--- config.mk ---
export PLATFORM = sky130hd
export DESIGN_NAME = muldiv_unit_flat
export DESIGN_NICKNAME = d
export VERILOG_FILES = /design/src/rtl/muldiv_unit_if.sv /design/src/rtl/muldiv_unit.sv /design/src/flat_wrapper.sv
export SDC_FILE = /design/constraint.sdc
export NUM_CORES = 1
export LEC_CHECK = 0
export ABC_AREA = 1
export BUFFER_PORTS_ARGS = -buffer_cell sky130_fd_sc_hd__buf_2
export CAP_MARGIN = 20
export CORE_MARGIN = 2
export CORE_UTILIZATION = 50
export DETAILED_ROUTE_END_ITERATION = 8
export PLACE_DENSITY = 0.79
export REMOVE_ABC_BUFFERS = 1
export SYNTH_ARGS = -nofsm -noshare
export SYNTH_HDL_FRONTEND = slang
export SYNTH_SLANG_ARGS = --single-unit
--- constraint.sdc ---
create_clock -name clk_i -period 8.51 [get_ports clk_i]
set_input_delay 0.851 -clock clk_i [delete_from_list [all_inputs] [get_ports clk_i]]
set_output_delay 0.851 -clock clk_i [all_outputs]
set_load 0.03 [all_outputs]
--- src/rtl/muldiv_unit_if.sv ---
// Request/response bundle between the execute stage and the iterative M-extension unit.
// Port directions are seen from the unit (slave); the pipeline side uses the master modport.
interface muldiv_unit_if #(
  parameter int XLEN = 32
);
  // start_i is a request that is taken only when state_o is IDLE or DONE and flush_i is low;
  // there is no ready signal, because busy_o (state CALC) tells the issuer a request is ignored.
  // done_o is a single-cycle valid for result_o/rd_o, and both hold until the next completion.
  logic            start_i;
  logic            flush_i;
  logic [2:0]      funct3_i;
  logic [XLEN-1:0] rs1_i;
  logic [XLEN-1:0] rs2_i;
  logic [4:0]      rd_i;
  logic            busy_o;
  logic            done_o;
  logic [XLEN-1:0] result_o;
  logic [4:0]      rd_o;
  logic [1:0]      state_o;

  modport master (
    output start_i, flush_i, funct3_i, rs1_i, rs2_i, rd_i,
    input  busy_o, done_o, result_o, rd_o, state_o
  );

  modport slave (
    input  start_i, flush_i, funct3_i, rs1_i, rs2_i, rd_i,
    output busy_o, done_o, result_o, rd_o, state_o
  );
endinterface

--- src/rtl/muldiv_unit.sv ---
// Iterative RV32M multiply/divide: shift-add multiply and restoring divide on magnitudes,
// UNROLL result bits per cycle, sign fix-up folded into the last iteration.
module muldiv_unit #(
  parameter int XLEN   = 32,
  parameter int UNROLL = 1
) (
  input logic          clk_i,
  input logic          reset_i,
  muldiv_unit_if.slave bus
);
  localparam int STEPS = XLEN / UNROLL;
  localparam int CW    = $clog2(STEPS + 1);
  localparam logic [XLEN-1:0] INT_MIN = {1'b1, {(XLEN-1){1'b0}}};

  typedef enum logic [1:0] {
    IDLE = 2'd0,
    CALC = 2'd1,
    DONE = 2'd2
  } state_t;

  state_t            r_state;
  state_t            w_state_nxt;
  logic [CW-1:0]     r_cnt;
  logic [2:0]        r_op;
  logic [4:0]        r_rd;
  logic              r_neg;
  logic              r_neg_rem;
  logic [XLEN-1:0]   r_b;
  logic [2*XLEN-1:0] r_acc;
  logic [XLEN-1:0]   r_result;
  logic [4:0]        r_rd_out;

  logic              w_accept;
  logic              w_finish;
  logic              w_a_signed;
  logic              w_b_signed;
  logic              w_sign_a;
  logic              w_sign_b;
  logic [XLEN-1:0]   w_mag_a;
  logic [XLEN-1:0]   w_mag_b;
  logic              w_div_zero;
  logic              w_div_ovf;
  logic              w_special;
  logic [XLEN-1:0]   w_special_res;
  logic [2*XLEN-1:0] w_acc_step;
  logic [2*XLEN-1:0] w_prod;
  logic [XLEN:0]     w_sum;
  logic              w_qbit;
  logic [XLEN-1:0]   w_fix_res;

  assign w_accept = ((r_state == IDLE) || (r_state == DONE)) && bus.start_i && !bus.flush_i;
  assign w_finish = (r_state == CALC) && (r_cnt == CW'(1)) && !bus.flush_i;

  // Operand signedness per funct3; MUL low bits do not depend on sign, so it runs unsigned.
  always_comb begin
    w_a_signed = 1'b0;
    w_b_signed = 1'b0;
    case (bus.funct3_i)
      3'b001:         begin w_a_signed = 1'b1; w_b_signed = 1'b1; end
      3'b010:         begin w_a_signed = 1'b1; w_b_signed = 1'b0; end
      3'b100, 3'b110: begin w_a_signed = 1'b1; w_b_signed = 1'b1; end
      default:        begin w_a_signed = 1'b0; w_b_signed = 1'b0; end
    endcase
  end

  assign w_sign_a = w_a_signed & bus.rs1_i[XLEN-1];
  assign w_sign_b = w_b_signed & bus.rs2_i[XLEN-1];
  assign w_mag_a  = w_sign_a ? (~bus.rs1_i + 1'b1) : bus.rs1_i;
  assign w_mag_b  = w_sign_b ? (~bus.rs2_i + 1'b1) : bus.rs2_i;

  assign w_div_zero = bus.funct3_i[2] && (bus.rs2_i == '0);
  assign w_div_ovf  = bus.funct3_i[2] && !bus.funct3_i[0] &&
                      (bus.rs1_i == INT_MIN) && (bus.rs2_i == '1);
  assign w_special  = w_div_zero || w_div_ovf;

  always_comb begin
    w_special_res = '0;
    if (w_div_zero) begin
      w_special_res = bus.funct3_i[1] ? bus.rs1_i : '1;
    end else begin
      w_special_res = bus.funct3_i[1] ? '0 : bus.rs1_i;
    end
  end

  // r_acc is {hi, lo}: multiply keeps {partial sum, multiplier}, divide keeps {remainder, quotient}.
  always_comb begin
    w_acc_step = r_acc;
    w_sum      = '0;
    w_qbit     = 1'b0;
    for (int k = 0; k < UNROLL; k++) begin
      if (r_op[2]) begin
        w_sum  = w_acc_step[2*XLEN-1:XLEN-1];
        w_qbit = (w_sum >= {1'b0, r_b});
        if (w_qbit) begin
          w_sum = w_sum - {1'b0, r_b};
        end
        w_acc_step = {w_sum[XLEN-1:0], w_acc_step[XLEN-2:0], w_qbit};
      end else begin
        w_sum = {1'b0, w_acc_step[2*XLEN-1:XLEN]} + (w_acc_step[0] ? {1'b0, r_b} : {(XLEN+1){1'b0}});
        w_acc_step = {w_sum, w_acc_step[XLEN-1:1]};
      end
    end
  end

  always_comb begin
    w_prod    = r_neg ? (~w_acc_step + 1'b1) : w_acc_step;
    w_fix_res = '0;
    case (r_op)
      3'b000:                 w_fix_res = w_prod[XLEN-1:0];
      3'b001, 3'b010, 3'b011: w_fix_res = w_prod[2*XLEN-1:XLEN];
      3'b100, 3'b101:         w_fix_res = r_neg ? (~w_acc_step[XLEN-1:0] + 1'b1)
                                                : w_acc_step[XLEN-1:0];
      default:                w_fix_res = r_neg_rem ? (~w_acc_step[2*XLEN-1:XLEN] + 1'b1)
                                                    : w_acc_step[2*XLEN-1:XLEN];
    endcase
  end

  always_ff @(posedge clk_i or posedge reset_i) begin
    if (reset_i) begin
      r_state <= IDLE;
    end else begin
      r_state <= w_state_nxt;
    end
  end

  always_comb begin
    w_state_nxt = r_state;
    case (r_state)
      IDLE, DONE: begin
        if (w_accept) begin
          w_state_nxt = w_special ? DONE : CALC;
        end else begin
          w_state_nxt = IDLE;
        end
      end
      CALC: begin
        if (r_cnt == CW'(1)) begin
          w_state_nxt = DONE;
        end
      end
      default: w_state_nxt = IDLE;
    endcase
    if (bus.flush_i) begin
      w_state_nxt = IDLE;
    end
  end

  always_ff @(posedge clk_i or posedge reset_i) begin
    if (reset_i) begin
      r_cnt     <= '0;
      r_op      <= '0;
      r_rd      <= '0;
      r_neg     <= 1'b0;
      r_neg_rem <= 1'b0;
      r_b       <= '0;
      r_acc     <= '0;
      r_result  <= '0;
      r_rd_out  <= '0;
    end else if (w_accept) begin
      r_op      <= bus.funct3_i;
      r_rd      <= bus.rd_i;
      r_neg     <= w_sign_a ^ w_sign_b;
      r_neg_rem <= w_sign_a;
      r_cnt     <= w_special ? '0 : CW'(STEPS);
      if (bus.funct3_i[2]) begin
        r_b   <= w_mag_b;
        r_acc <= {{XLEN{1'b0}}, w_mag_a};
      end else begin
        r_b   <= w_mag_a;
        r_acc <= {{XLEN{1'b0}}, w_mag_b};
      end
      if (w_special) begin
        r_result <= w_special_res;
        r_rd_out <= bus.rd_i;
      end
    end else if ((r_state == CALC) && !bus.flush_i) begin
      r_acc <= w_acc_step;
      r_cnt <= r_cnt - CW'(1);
      if (w_finish) begin
        r_result <= w_fix_res;
        r_rd_out <= r_rd;
      end
    end
  end

  assign bus.busy_o   = (r_state == CALC);
  assign bus.done_o   = (r_state == DONE);
  assign bus.result_o = r_result;
  assign bus.rd_o     = r_rd_out;
  assign bus.state_o  = r_state;
endmodule

--- src/flat_wrapper.sv ---
// flat-port wrapper written by rule: the top's interface ports become plain ports
module muldiv_unit_flat 
#(
  parameter int XLEN   = 32,
  parameter int UNROLL = 1
)
  (clk_i, reset_i, bus_start_i, bus_flush_i, bus_funct3_i, bus_rs1_i, bus_rs2_i, bus_rd_i, bus_busy_o, bus_done_o, bus_result_o, bus_rd_o, bus_state_o);
  muldiv_unit_if #(.XLEN(XLEN)) bus_i ();
  input logic clk_i;
  input logic reset_i;
  input wire logic [$bits(bus_i.start_i)-1:0] bus_start_i;
  input wire logic [$bits(bus_i.flush_i)-1:0] bus_flush_i;
  input wire logic [$bits(bus_i.funct3_i)-1:0] bus_funct3_i;
  input wire logic [$bits(bus_i.rs1_i)-1:0] bus_rs1_i;
  input wire logic [$bits(bus_i.rs2_i)-1:0] bus_rs2_i;
  input wire logic [$bits(bus_i.rd_i)-1:0] bus_rd_i;
  output wire logic [$bits(bus_i.busy_o)-1:0] bus_busy_o;
  output wire logic [$bits(bus_i.done_o)-1:0] bus_done_o;
  output wire logic [$bits(bus_i.result_o)-1:0] bus_result_o;
  output wire logic [$bits(bus_i.rd_o)-1:0] bus_rd_o;
  output wire logic [$bits(bus_i.state_o)-1:0] bus_state_o;
  assign bus_i.start_i = bus_start_i;
  assign bus_i.flush_i = bus_flush_i;
  assign bus_i.funct3_i = bus_funct3_i;
  assign bus_i.rs1_i = bus_rs1_i;
  assign bus_i.rs2_i = bus_rs2_i;
  assign bus_i.rd_i = bus_rd_i;
  assign bus_busy_o = bus_i.busy_o;
  assign bus_done_o = bus_i.done_o;
  assign bus_result_o = bus_i.result_o;
  assign bus_rd_o = bus_i.rd_o;
  assign bus_state_o = bus_i.state_o;
  muldiv_unit #(.XLEN(XLEN), .UNROLL(UNROLL)) u_core (.clk_i(clk_i), .reset_i(reset_i), .bus(bus_i));
endmodule
Yosys cells after proc, flatten, opt, wreduce, memory -nomap -nowiden

Cells that the tools add are included.

$add $sub $neg: 8
$mul: 0
Divide/modulo/power cells: 0
$lt $le $gt $ge: 1
Equal/unequal tests: 16
Shifts and indexed selects: 0
Muxes and demuxes: 34
Bitwise operators: 8
Reductions and logical operators: 24

Operator list:

| cell                                              | number |
|---|---|
| two-way mux 32 bit                                | 15 |
| two-way mux 64 bit                                | 4 |
| adder 32 x 1 -> 32 bit (second input constant)    | 4 |
| inverter 32 bit                                   | 4 |
| one-hot mux 32 bit (3 select lines)               | 1 |
| adder 64 x 1 -> 64 bit (second input constant)    | 1 |
| == test 32 bit (second input constant)            | 2 |
| inverter 64 bit                                   | 1 |
| adder 32 x 32 -> 33 bit                           | 1 |
| >= comparator 33 x 32 -> 1 bit                    | 1 |
| zero test 32 bit                                  | 1 |
| subtractor 32 bit                                 | 1 |
| two-way mux 5 bit                                 | 4 |
| two-way mux 6 bit                                 | 3 |
| == test 3 bit (second input constant)             | 4 |
| == test 3 x 2 -> 1 bit (second input constant)    | 3 |
| logical AND 1 bit                                 | 9 |
| two-way mux 2 bit                                 | 4 |
| == test 3 x 1 -> 1 bit (second input constant)    | 2 |
| == test 6 x 1 -> 1 bit (second input constant)    | 1 |
| OR reduction 3 bit                                | 2 |
| subtractor 6 x 1 -> 6 bit (second input constant) | 1 |
| one-hot mux 2 bit (2 select lines)                | 1 |
| nonzero test 2 bit                                | 2 |
| other kinds (14)                                  | 19 |

Register bits: 151
Bits in latches: 0
Bits in writable memories: 0
Memory bits (read-only): 0
Bits of input ports: 76
Output and inout port bits: 41
Memories kept: 0

Depth between registers and ports, before layout

Word-level depth: 10
Mapped depth: 33
Depth with buffers taken out: 31

Least setup slack after synthesis

OpenSTA, ideal clock, no wires.

Path type: register -> register
Start: register u_core.r_acc[59]
End: register u_core.r_result[14], in the netlist u_core.bus.result_o[14]
Library setup time: 0.077 ns
Data arrival time: 3.671 ns
Data required time: 8.433 ns
Path slack: 4.761 ns
Stages on the path, launching flop included: 28
Buffers on the path: 1
Path through: dfrtp_1 -> ha_1 -> nand2_2 -> inv_2 -> nand2_1 -> nand2_1 -> a21oi_2 -> nand2_2 -> a21oi_4 -> nand2_4 -> buf_6 -> o21ai_4 -> ha_1 -> nand3_1 -> nor3_2 -> nand2_1 -> nor3_2 -> nand3_1 -> nor2_1 -> nand2_1 -> nor3_1 -> nand3_2 -> o21ai_2 -> xor2_1 -> nand2_1 -> nand3_1 -> nand2_1 -> a21oi_1

Longest elaborated chain between the ends: 10

Ends and longest elaborated chain:

| what                                                             | RTL line                               | RTL |
|---|---|---|
| from (decl)                                                      | muldiv_unit.sv:29                      | `logic [2*XLEN-1:0] r_acc;` |
| from (signal assigned)                                           | muldiv_unit.sv:167                     | `r_acc <= {{XLEN{1'b0}}, w_mag_a};` |
| from (signal assigned)                                           | muldiv_unit.sv:170                     | `r_acc <= {{XLEN{1'b0}}, w_mag_b};` |
| from (signal assigned)                                           | muldiv_unit.sv:177                     | `r_acc <= w_acc_step;` |
| >= comparator 33 x 32 -> 1 bit *                                 | muldiv_unit.sv:93                      | `w_qbit = (w_sum >= {1'b0, r_b});` |
| two-way mux 32 bit                                               | muldiv_unit.sv:94                      | `if (w_qbit) begin` |
| two-way mux 64 bit *                                             | muldiv_unit.sv:91                      | `if (r_op[2]) begin` |
| inverter 64 bit or inverter 32 bit (tied branches)               | muldiv_unit.sv:106, muldiv_unit.sv:113 |  |
| adder 64 x 1 -> 64 bit or adder 32 x 1 -> 32 bit (tied branches) | muldiv_unit.sv:106, muldiv_unit.sv:113 |  |
| two-way mux 64 bit or two-way mux 32 bit (tied branches)         | muldiv_unit.sv:106, muldiv_unit.sv:113 |  |
| one-hot mux 32 bit (3 select lines) *                            | muldiv_unit.sv:108                     | `case (r_op)` |
| two-way mux 32 bit *                                             | muldiv_unit.sv:179                     | `if (w_finish) begin` |
| two-way mux 32 bit *                                             | muldiv_unit.sv:176                     | `end else if ((r_state == CALC) && !bus.flush_i) begin` |
| two-way mux 32 bit *                                             | muldiv_unit.sv:159                     | `end else if (w_accept) begin` |
| to (signal assigned)                                             | muldiv_unit.sv:173                     | `r_result <= w_special_res;` |
| to (signal assigned)                                             | muldiv_unit.sv:180                     | `r_result <= w_fix_res;` |
| to (decl)                                                        | muldiv_unit.sv:30                      | `logic [XLEN-1:0] r_result;` |

Mark *: on every way between the ends. The rest lies on a longest branch, timed or not. The select of a mux whose other input is x is not followed.
A chain may end at the register's enable or synchronous reset.

Worst setup path in the final report

Start: register u_core.r_acc[61]
End: register u_core.r_result[20], in the netlist u_core.bus.result_o[20]

The elaborated chain is that of the path after synthesis.

==> results.sh <==
export IMPL_synth_cells=3046
export IMPL_port_buffer_count=116
export IMPL_first_pass_iters=6
export IMPL_cts_tree="built"
export IMPL_ctsHoldBuffers=0
export IMPL_cts_resized=0
export IMPL_cts_sinks=151
export IMPL_setup_slack_ns=2.90
export IMPL_grt_start_max_net_pins=87
export IMPL_gr_total_overflow=0
export IMPL_crit_required_ns=8.89
export IMPL_setup_viol=0
export IMPL_leakage_nw=10.1
export IMPL_clk_path_buf_depth=2
export IMPL_max_clock_freq_mhz=178
export IMPL_synth_top_area_share_pct=20.9
export IMPL_slew_viol_final=0
export IMPL_start_kind="register"
export IMPL_avgSynthCellArea_um2=5.94
export IMPL_grt_usage_pct=39.0
export IMPL_grt_antenna_before_repair=2
export IMPL_cp_end_kind="register"
export IMPL_start_util_pct=50.9
export IMPL_final_period_utilization_pct=65.9
export IMPL_whs_ns=0.471
export IMPL_wl_um=74900
export IMPL_io_pins=117
export IMPL_wl_per_cell_um=21.0
export IMPL_ys_warn_count=0
export IMPL_ys_top_cells_by_count="nand2_1, inv_1, nor2_1"
export IMPL_top_usage_layer="met2"
export IMPL_core_area_um2=35600
export IMPL_grt_use_met2_pct=61.8
export IMPL_ys_types=65
export IMPL_drv_cap=0
export IMPL_layout_nets=3241
export IMPL_cpMostUsedCell="nand2_1"
export IMPL_via_per_inst=6.03
export IMPL_hpwl_um=58000
export IMPL_postCtsSetupBuffers=0
export IMPL_ant_nets=0
export IMPL_grtUsageMet3_pct=8.28
export IMPL_rows=69
export IMPL_grt_pass1_wl_um=114000
export IMPL_slowest_stage="ha_1"
export IMPL_grt_pass1_vias=20260
export IMPL_hold_class="register to register"
export IMPL_die_area_um2=37700
export IMPL_drc=0
export IMPL_async_flop_share_pct=100
export IMPL_hold_viol=0
export IMPL_use_met1_pct=49.9
export IMPL_synth_main_ff_cell="dfrtp_1"
export IMPL_path_class="register to register"
export IMPL_synth_edff_count=0
export IMPL_clk_root_buffer_cell="clkbuf_16"
export IMPL_cts_buffers=17
export IMPL_power_density_nw_per_um2=417
export IMPL_slowest_delay_ns=0.51
export IMPL_ir_drop_mv=0.180
export IMPL_syn_to_final_growth_pct=7.99
export IMPL_drtIter0Drc=3083
export IMPL_die_h_um=194
export IMPL_synth_area_top_cells="dfrtp_1, nand2_1, inv_1, nand3_1, nor2_1"
export IMPL_fin_total_pwr_w=0.00815
export IMPL_drive_gt1_share_pct=10.7
export IMPL_yosysTopAreaCell="dfrtp_1"
export IMPL_synth_most_common_cell="nand2_1"
export IMPL_ys_seq_area_share_pct=20.9
export IMPL_crit_arrival_ns=5.98
export IMPL_syn_area_um2=18100
export IMPL_via_count=21530
export IMPL_clk_latency_ns=0.45
export IMPL_instances_no_fill=3568
export IMPL_fin_tns_setup_ns=0
export IMPL_gp_congestion=1.07
export IMPL_ys_ff_latch=151
export IMPL_min_period_ns=5.61
export IMPL_pre_cts_ws_ns=2.78
export IMPL_rsz0062_at_grt="false"
export IMPL_cp_max_fo=34
export IMPL_fp_dieW_um=194
export IMPL_status="completed"
export IMPL_maxSlewHeadroom_pct=26.7
export IMPL_fin_worst_skew_ns=0.0165
export IMPL_worst_slew_pin_slew_ns=1.10
export IMPL_h_tree_depth=4
export IMPL_dp_cells=3533
export IMPL_clk_pin_slew_worst_paths_ns=0.08
## worst max-delay path, delay by kind of cell, from the launching register on
| family | cells | cell delay [ns] |
|---|---|---|
| fa+ha+maj | 2 | 0.76 |
| compound gates | 3 | 0.67 |
| flops | 1 | 0.44 |
| buf+inv | 2 | 0.48 |
| simple gates | 21 | 3.17 |
## through the flow
stage | area [µm²] | util [%]
6_report | 19500 | 54.9
5_1_grt | 19500 | 54.9
4_1_cts | 19500 | 54.9
3_5_place_dp | 18900 | 53.2
3_3_place_gp | 18900 | 53.1
2_1_floorplan | 17500 | -
## worst paths after layout
| check | start | to | slack [ns] | cells past startpoint |
|---|---|---|---|---|
| worst max-delay path | u_core.r_acc[61] | u_core.bus.result_o[20] | 2.90 | 28 |
| worst min-delay path | u_core.r_cnt[3] | u_core.r_cnt[3] | 0.47 | 1 |
| worst max register to register | u_core.r_acc[61] | u_core.bus.result_o[20] | 2.90 | 28 |
| worst min register to register | u_core.r_cnt[3] | u_core.r_cnt[3] | 0.47 | 1 |
| max in group asynchronous | reset_i | u_core.r_op[2] | 6.31 | 3 |
| min in group asynchronous | reset_i | u_core.bus.result_o[3] | 0.59 | 2 |
## registers in the layout, indices dropped and copies added, names as in the netlist
| register | cells |
|---|---|
| u_core.r_acc | 64 |
| u_core.bus.result_o | 32 |
| u_core.r_b | 32 |
| u_core.r_cnt | 6 |
| u_core.bus.rd_o | 5 |
| u_core.r_rd | 5 |
| u_core.r_op | 3 |
| u_core.bus.state_o | 2 |
| u_core.r_neg | 1 |
| u_core.r_neg_rem | 1 |
## placed cells by master (no fill, tap or decap), drive strengths merged, types with 31 or more instances in the layout
| cell type | count |
|---|---|
| nor3 | 31 |
| buf | 139 |
| dfrtp | 151 |
| o21ai | 204 |
| nor2 | 320 |
| nand2 | 943 |
| ha | 71 |
| a21oi | 168 |
| inv | 458 |
| nand3 | 255 |
| xor2 | 84 |
| o221ai | 38 |
| nand4 | 36 |
## area by class of cell
class / instances / area [µm²]
clock buffers: 17 / 425
well taps: 461 / 577
multi-input cells: 2325 / 12100
clock inverters: 15 / 169
diodes: 2 / 5.00
flip-flops and latches: 151 / 3780
inverters: 458 / 1730
repair buffers: 139 / 793
fillers: 3627 / 16000
## power by group
| group | leakage [nW] | switching [W] | internal [W] |
|---|---|---|---|
| sequential | 1.84 | 0.000255 | 0.000993 |
| clock | 0.284 | 0.000376 | 0.000440 |
| combinational | 7.97 | 0.00433 | 0.00176 |
| total | 10.1 | 0.00496 | 0.00320 |
## layer usage
| layer | vias up | part of all wire, % |
|---|---|---|
| met5 | - | 0 |
| met4 | 0 | 6.1 |
| met3 | 275 | 12 |
| met2 | 1443 | 44 |
| met1 | 9919 | 38 |
| li1 | 9893 | - |
## cell families after synthesis
family,after synthesis,share of synthesized area (%)
AO/OA/AOI/OAI,506,16.4
XOR/XNOR,110,5.32
buffers and inverters,570,12.5
adder cells (fa/ha/maj),73,5.13
AND/OR/NAND/NOR,1635,39.6
multiplexers,1,0.0553
flip-flops,151,20.9
(Power assumes the default switching activity.)
